File: src/rtl/instr_loader_if.sv
// Loader/fetch bus: program byte stream in, processor fetch port and status out.
interface instr_loader_if;
  logic       LOAD_START;
  logic       LOAD_VALID;
  logic [7:0] LOAD_DATA;
  logic       LOAD_LAST;
  logic       LOAD_READY;
  logic [7:0] PC;
  logic [7:0] INSTR;
  logic       CPU_HOLD;
  logic [8:0] PROG_LEN;
  logic       END_OF_PROG;
  logic       OVF;

  modport slave (
    input  LOAD_START, LOAD_VALID, LOAD_DATA, LOAD_LAST, PC,
    output LOAD_READY, INSTR, CPU_HOLD, PROG_LEN, END_OF_PROG, OVF
  );

  modport master (
    output LOAD_START, LOAD_VALID, LOAD_DATA, LOAD_LAST, PC,
    input  LOAD_READY, INSTR, CPU_HOLD, PROG_LEN, END_OF_PROG, OVF
  );
endinterface

File: src/rtl/instr_loader.sv
// Instruction memory that is filled from a byte stream and then serves
// INSTR combinationally for the processor's PC, holding the CPU while loading.
module instr_loader #(
  parameter int         DEPTH = 256,
  parameter logic [7:0] FILL  = 8'h00
) (
  input  logic           CLK,
  input  logic           RST,
  instr_loader_if.slave  bus
);

  typedef enum logic [1:0] {S_IDLE, S_LOAD, S_RUN} state_t;

  localparam logic [7:0] LAST_ADDR = 8'(DEPTH - 1);

  state_t     r_state, w_next;
  logic [7:0] r_mem [0:DEPTH-1];
  logic [7:0] r_wr_ptr;
  logic [8:0] r_prog_len;
  logic       r_ovf;
  logic       r_cpu_hold;

  logic w_ready, w_xfer, w_full, w_in_prog;

  assign w_ready   = (r_state == S_LOAD) && !bus.LOAD_START;
  assign w_xfer    = bus.LOAD_VALID && w_ready;
  assign w_full    = (r_wr_ptr == LAST_ADDR);
  assign w_in_prog = ({1'b0, bus.PC} < r_prog_len);

  always_ff @(posedge CLK) begin
    if (!RST) r_state <= S_IDLE;
    else      r_state <= w_next;
  end

  always_comb begin
    w_next = r_state;
    case (r_state)
      S_IDLE: if (bus.LOAD_START) w_next = S_LOAD;
      S_LOAD: if (w_xfer && (bus.LOAD_LAST || w_full)) w_next = S_RUN;
      S_RUN:  if (bus.LOAD_START) w_next = S_LOAD;
      default: w_next = S_IDLE;
    endcase
  end

  // Any accepted LOAD_START begins a fresh program; in LOAD it also blocks
  // the write that cycle because w_ready is low.
  always_ff @(posedge CLK) begin
    if (!RST) begin
      r_wr_ptr   <= 8'd0;
      r_prog_len <= 9'd0;
      r_ovf      <= 1'b0;
      r_cpu_hold <= 1'b1;
    end else begin
      r_cpu_hold <= (w_next != S_RUN);
      if (bus.LOAD_START) begin
        r_wr_ptr   <= 8'd0;
        r_prog_len <= 9'd0;
        r_ovf      <= 1'b0;
      end else if (w_xfer) begin
        r_wr_ptr   <= r_wr_ptr + 8'd1;
        r_prog_len <= {1'b0, r_wr_ptr} + 9'd1;
        if (w_full && !bus.LOAD_LAST) r_ovf <= 1'b1;
      end
    end
  end

  // Memory survives reset; only PROG_LEN decides what is visible.
  always_ff @(posedge CLK) begin
    if (RST && w_xfer) r_mem[r_wr_ptr] <= bus.LOAD_DATA;
  end

  assign bus.LOAD_READY  = w_ready;
  assign bus.CPU_HOLD    = r_cpu_hold;
  assign bus.PROG_LEN    = r_prog_len;
  assign bus.OVF         = r_ovf;
  assign bus.INSTR       = (r_state == S_RUN && w_in_prog) ? r_mem[bus.PC] : FILL;
  assign bus.END_OF_PROG = (r_state == S_RUN) && !w_in_prog;

endmodule

File: src/flat_wrapper.sv
// flat-port wrapper written by rule: the top's interface ports become plain ports
module instr_loader_flat 
#(
  parameter int         DEPTH = 256,
  parameter logic [7:0] FILL  = 8'h00
)
  (CLK, RST, bus_LOAD_START, bus_LOAD_VALID, bus_LOAD_DATA, bus_LOAD_LAST, bus_PC, bus_LOAD_READY, bus_INSTR, bus_CPU_HOLD, bus_PROG_LEN, bus_END_OF_PROG, bus_OVF);
  instr_loader_if bus_i ();
  input  logic CLK;
  input  logic RST;
  input wire logic [$bits(bus_i.LOAD_START)-1:0] bus_LOAD_START;
  input wire logic [$bits(bus_i.LOAD_VALID)-1:0] bus_LOAD_VALID;
  input wire logic [$bits(bus_i.LOAD_DATA)-1:0] bus_LOAD_DATA;
  input wire logic [$bits(bus_i.LOAD_LAST)-1:0] bus_LOAD_LAST;
  input wire logic [$bits(bus_i.PC)-1:0] bus_PC;
  output wire logic [$bits(bus_i.LOAD_READY)-1:0] bus_LOAD_READY;
  output wire logic [$bits(bus_i.INSTR)-1:0] bus_INSTR;
  output wire logic [$bits(bus_i.CPU_HOLD)-1:0] bus_CPU_HOLD;
  output wire logic [$bits(bus_i.PROG_LEN)-1:0] bus_PROG_LEN;
  output wire logic [$bits(bus_i.END_OF_PROG)-1:0] bus_END_OF_PROG;
  output wire logic [$bits(bus_i.OVF)-1:0] bus_OVF;
  assign bus_i.LOAD_START = bus_LOAD_START;
  assign bus_i.LOAD_VALID = bus_LOAD_VALID;
  assign bus_i.LOAD_DATA = bus_LOAD_DATA;
  assign bus_i.LOAD_LAST = bus_LOAD_LAST;
  assign bus_i.PC = bus_PC;
  assign bus_LOAD_READY = bus_i.LOAD_READY;
  assign bus_INSTR = bus_i.INSTR;
  assign bus_CPU_HOLD = bus_i.CPU_HOLD;
  assign bus_PROG_LEN = bus_i.PROG_LEN;
  assign bus_END_OF_PROG = bus_i.END_OF_PROG;
  assign bus_OVF = bus_i.OVF;
  instr_loader #(.DEPTH(DEPTH), .FILL(FILL)) u_core (.CLK(CLK), .RST(RST), .bus(bus_i));
endmodule
File: config.mk
export PLATFORM = sky130hd
export DESIGN_NAME = instr_loader_flat
export DESIGN_NICKNAME = d
export VERILOG_FILES = /design/src/rtl/instr_loader_if.sv /design/src/rtl/instr_loader.sv /design/src/flat_wrapper.sv
export SDC_FILE = /design/constraint.sdc
export NUM_CORES = 2
export LEC_CHECK = 0
export ABC_AREA = 1
export CORE_ASPECT_RATIO = 1.4
export CORE_MARGIN = 1
export CORE_UTILIZATION = 40
export DETAILED_ROUTE_END_ITERATION = 10
export HOLD_SLACK_MARGIN = 0.15
export PLACE_DENSITY = 0.54
export SETUP_SLACK_MARGIN = 0.2
export SYNTH_ARGS = -nofsm -noshare
export SYNTH_HDL_FRONTEND = slang
export SYNTH_SLANG_ARGS = --single-unit
File: constraint.sdc
create_clock -name CLK -period 2.8 [get_ports CLK]
set_input_delay 0.56 -clock CLK [delete_from_list [all_inputs] [get_ports CLK]]
set_output_delay 0.56 -clock CLK [all_outputs]
set_load 0.01 [all_outputs]
Yosys cells after proc, flatten, opt, wreduce, memory -nomap -nowiden --
Memories as Yosys holds them, arrays and structs flattened. Index checks and enable logic that the tools add are counted. Widths: inputs -> output; s select.
Storage, ports and cells: memories 1, bits in writable memories 2048, bits in registers 21, input bits 21, output and inout bits 21
Cells by class: eq/ne operators 4, add/subtract/negate cells 2, bitwise operators 1, $lt $le $gt $ge 1, reduce and logical (&&, ||, !) cells 15, mux-type cells 6
Memory list:
- u_core.r_mem | words 256, bits a word 8, rd ports 1, clocked after memory_dff 0, write ports 1, line instr_loader.sv:17 | logic [7:0] r_mem [0:DEPTH-1];
Operators by type and width (number):
- $add 8x1->9 const B | 1
- $lt 8x9->1 | 1
- $add 8x1->8 const B | 1
- $eq 8x8->1 const B | 1
- $mux 8 | 1
- $logic_and 1x1->1 | 7
- $mux 2 | 2
- $pmux 2 s2 | 1
- $reduce_or 2->1 | 2
- $logic_not 1->1 | 3
- $eq 2x1->1 const B | 1
- $eq 2x2->1 const B | 1
- $logic_not 2->1 | 1
- $mux 1 | 2
- $ne 2x2->1 const B | 1
- $reduce_and 2->1 | 1
- $logic_or 1x1->1 | 1
- $not 1->1 | 1

Logic depth before layout (Yosys ltp) --
depth after elaboration 7, gate-level depth with buffers 15, gate-level depth less buffers 11

Worst setup path after synthesis --
No wires, ideal clock.
kind input to output, start in bus_PC[0], end out bus_INSTR[0], slack 0.328 ns, stages on the path 9, buffers on the path 4, arrival time 1.912 ns, cells stage by stage buf_4 buf_6 buf_6 buf_6 o211ai_2 o2111ai_1 nor3_2 nand2_1 nor2_1
Between the ends: cells in the longest elaborated chain, start to end 3, elaborated cells between the ends (all ways) 4, those cells by class order compare (1); mux (1); reduce/logical (1); memory (1)
RTL lines:
- from (decl) | line flat_wrapper.sv:15 | input wire logic [$bits(bus_i.PC)-1:0] bus_PC;
- branches (longest 2 deep; another with $mem_v2 256x8)
- $mux 8 * | line instr_loader.sv:76 | assign bus.INSTR = (r_state == S_RUN && w_in_prog) ? r_mem[bus.PC] : FILL;
- to (decl) | line flat_wrapper.sv:17 | output wire logic [$bits(bus_i.INSTR)-1:0] bus_INSTR;
Mark *: on every way between the ends.

Worst setup path after layout --
start in bus_PC[0], end out bus_INSTR[7]
The elaborated chain is that of the path after synthesis.

==> summary.txt <==
Outcome
  • Status: finished, violations left
  • Failing checks: negative setup slack

GRT
  • Vias in the first global route: 56,262
  • Remaining global-route overflow: 0
  • GRT Overall Usage: roughly a quarter
  • First-pass GRT wire length: 373.6 mm
  • Largest net degree at the start of global routing: 104
  • Initial antenna violation count: 3

Critical path
  • Critical-path top delay cell: buf_16
  • CP max stage delay: between 0.15 and 0.2 ns
  • Worst Setup Path Type: input port to output pin
  • CP startpoint: bus_PC[0]
  • Req. time, crit path: roughly 2.2 ns
  • CP endpoint kind: output pin
  • Worst reg2reg startpoint: u_core.bus.PROG_LEN[0]$_SDFFE_PP0P_
  • Reg2reg setup slack: 0.42 ns
  • Crit path DAT: 2.75 ns
  • CP most frequent cell: nand3_1
  • Ordered cell list for the critical path: buf_16 > buf_16 > buf_12 > buf_4 > clkbuf_16 > nand2_1 > nand3_1 > nand3_1 > nand3_1 > nand3_2 > nand3_2 > nand2_2 > nor2_2 > nor2_2 > nor2_4 > buf_6
  • Critical path fanouts, max: 12
  • Setup crit end: bus_INSTR[7]
  • Reg2reg end: u_core.r_mem[11][2]$_DFFE_PP_
  • Worst r2r path cells: 7
  • Critical path startpoint category: input port

Yosys
  • Main synth FF type: edfxtp_1
  • Area of the mapped netlist: 83,980 µm²
  • Syn_area_per_cell: 11.79 µm²
  • Register bit total from synthesis: 2,061
  • Syn. warnings: 0
  • EDFF count, synth: 2,048
  • Simple-Gate Fraction of Synth Area: a little under a quarter
  • Ys async rst share: 0%
  • Syn_nets: slightly above 7,000
  • Synth Area in XOR/XNOR: 0%
  • Largest family of logic cells by synthesized area: simple AND/OR/NAND/NOR gates
  • Synthesized instance count: 7,120
  • Compound-cell area share of the yosys netlist: 0.2041%
  • Share of the yosys chip area belonging to registers: approximately 74%
  • Synth Area in Adders: 0.1639%
  • Mux contribution to synthesized area: 0%
  • Netlist cell types: 26

Pwr
  • Pwr dens: 636.4 nW/µm²
  • Lkg Pwr: 36.59 nW
  • Worst vdd rail ir drop: 0.5833 mV

Clock tree
  • CTS Buf Count: 198
  • Clk root buf: clkbuf_16
  • CTS H-tree depth: 4
  • Clock transition at path regs: about 0.06 ns
  • CTS tree: built
  • TritonCTS Sinks: 2,061
  • Clock Tree Buf Depth: 4
  • Clk_lat worst skew: 0.84 ns

STA
  • Final Skew: 0.03594 ns
  • Least-Margin Pin Slew: 0.8439 ns
  • Finish-stage setup viols: 9
  • RSZ-0062 raised after global routing: yes
  • Fin worst setup slack: -0.5099 ns
  • Slew HR: a little over two fifths
  • Fmax: 0.3021 GHz
  • Final worst path period share: 118.2%
  • Final hold vios: 0
  • Max-slew violations: 0
  • Final min period: 3.310 ns

Cells and area
  • Layout Cells excl Fill: 10,660
  • Share of cells above drive strength 1: 17.10%
  • Syn-to-layout area delta: 21.35%
  • Post-route design area: 101,900 µm²
  • Layout Nets: just under 8,000

Placed design
  • DP Cell Count: 10,276
  • Placed Area: around 93,000 µm²
  • DP Worst Slack: -1.563 ns
  • IO buf count: 41
  • Gp weighted congestion: 0.9073
  • Dpl hpwl: 164.8 mm

Flow run
  • Maxcap violations: 0

Route
  • Via count: 57,239
  • Initial DRC count: approximately 5,300
  • Drt pass-1 iters: 6
  • Routed WL per cell: 24.29 µm
  • Vias per cell: 5.370
  • # DRC: 0
  • Antenna viol nets, final: 0
  • Routed WL: about 260 mm

Floorplan
  • DIE HEIGHT: 544.1 µm
  • Die Width: 389.2 µm
  • Initial Utilization: 40.31%
  • Die ar.: 211,800 µm²
  • Num ports: 42
  • Total core area: 208,300 µm²
  • Row count: 198

Hold path
  • Hold Path Class: input port to flip-flop
[worst min path at each step]
stage	depth (start not counted)	startpoint	endpoint	slack, ns
after floorplan	2	u_core.bus.PROG_LEN[8]$_SDFFE_PP0P_	u_core.bus.PROG_LEN[8]$_SDFFE_PP0P_	0.50
after global placement	2	u_core.bus.OVF$_SDFFE_PP0P_	u_core.bus.OVF$_SDFFE_PP0P_	0.50
after detailed placement	2	u_core.bus.OVF$_SDFFE_PP0P_	u_core.bus.OVF$_SDFFE_PP0P_	0.50
after CTS	1	bus_LOAD_DATA[7]	u_core.r_mem[181][7]$_DFFE_PP_	0.16
after global routing	1	bus_LOAD_DATA[7]	u_core.r_mem[181][7]$_DFFE_PP_	0.17
final	1	bus_LOAD_DATA[7]	u_core.r_mem[181][7]$_DFFE_PP_	0.19
[sequential cells by signal, indices dropped and copies added, names as in the netlist]
register,cells
u_core.bus.OVF,1
u_core.r_mem,2048
u_core.bus.PROG_LEN,9
u_core.r_state,2
u_core.bus.CPU_HOLD,1
[Yosys cell counts (2+ instances only)]
cell | count | share of area, %
buf_4 | 40 | 0.36
clkbuf_1 | 109 | 0.49
o21ai_0 | 9 | 0.054
nand2_1 | 2121 | 9.5
edfxtp_1 | 2048 | 73
buf_6 | 7 | 0.094
nand3_1 | 2012 | 12
nor2_1 | 334 | 1.5
ha_1 | 11 | 0.16
a21oi_1 | 14 | 0.083
o22ai_1 | 2 | 0.015
buf_1 | 56 | 0.25
dfxtp_1 | 13 | 0.31
inv_2 | 3 | 0.013
buf_2 | 271 | 1.6
inv_1 | 59 | 0.26
nand4_1 | 2 | 0.015
[critical path, delay by kind of cell]
kind                   cells  cell delay, ns
buffers and inverters      6            0.94
and+or+nand+nor           10            1.22
[where the power goes]
| part | switching, mW | internal (mW) |
|---|---|---|
| registers | 0.00277 | 33.9 |
| clock network | 11.3 | 14.9 |
| logic | 3.21 | 1.58 |
| total | 14.5 | 50.3 |
[what timing repair did]
item,CTS,global route
setup buffers,8,9
pin swaps,20,54
endpoints found under the hold margin,75,0
gates resized for setup,145,245
setup endpoints to repair,10,9
cloned,10,8
hold buffers,6,0
[area by class of cell]
type	count	area, µm²
fill	18312	106400
sequential	2061	61770
multi-input combinational	4512	20820
timing repair buffer	878	9311
clock buffer	245	5238
tap	2800	3503
clock inverter	97	938.4
inverter	64	292.8
timing repair inverter	2	27.53
antenna	1	2.502
[layer usage]
metal  GRT usage, %  vias up  part of all wire [%]
li1               -    26424                     -
met1          29.53    28365                    39
met2          41.99     1924                    51
met3          2.547      526                   5.4
met4          11.03        0                   4.8
met5              0        -                     0
[logic make-up (layout without fill, tap and decap cells)]
| group | after synthesis | in the layout |
|---|---|---|
| other | 0 | 1 |
| AO/OA/AOI/OAI | 30 | 30 |
| AND/OR/NAND/NOR | 4471 | 4471 |
| adder cells (fa/ha/maj) | 11 | 11 |
| flip-flops | 2061 | 2061 |
| buffers and inverters | 547 | 1286 |
[stage by stage]
| step | hold WS, ns | power (mW) | TNS (ns) | util (%) |
|---|---|---|---|---|
| final | 0.1859 | 64.85 | -4.108 | 48.91 |
| after detailed placement | 0.4996 | 38.92 | -11.33 | 44.83 |
| after floorplan | 0.5008 | 36.58 | 0 | - |
| after CTS | 0.1600 | 64.99 | -5.088 | 48.24 |
| after global routing | 0.1719 | 66.59 | -4.642 | 48.91 |
| after global placement | 0.5006 | 38.90 | -11.53 | 44.83 |
[layout by cell type (no fill, tap or decap), types with 45 or more instances in the layout]
cell and n:
clkinv_1 45, nand3_1 1858, nand3_2 140, nor2_1 311, clkbuf_16 211, nand2_1 2101, buf_12 134, inv_1 49
edfxtp_1 2048, buf_4 629
Note: power is estimated with default switching activity, not from simulation.
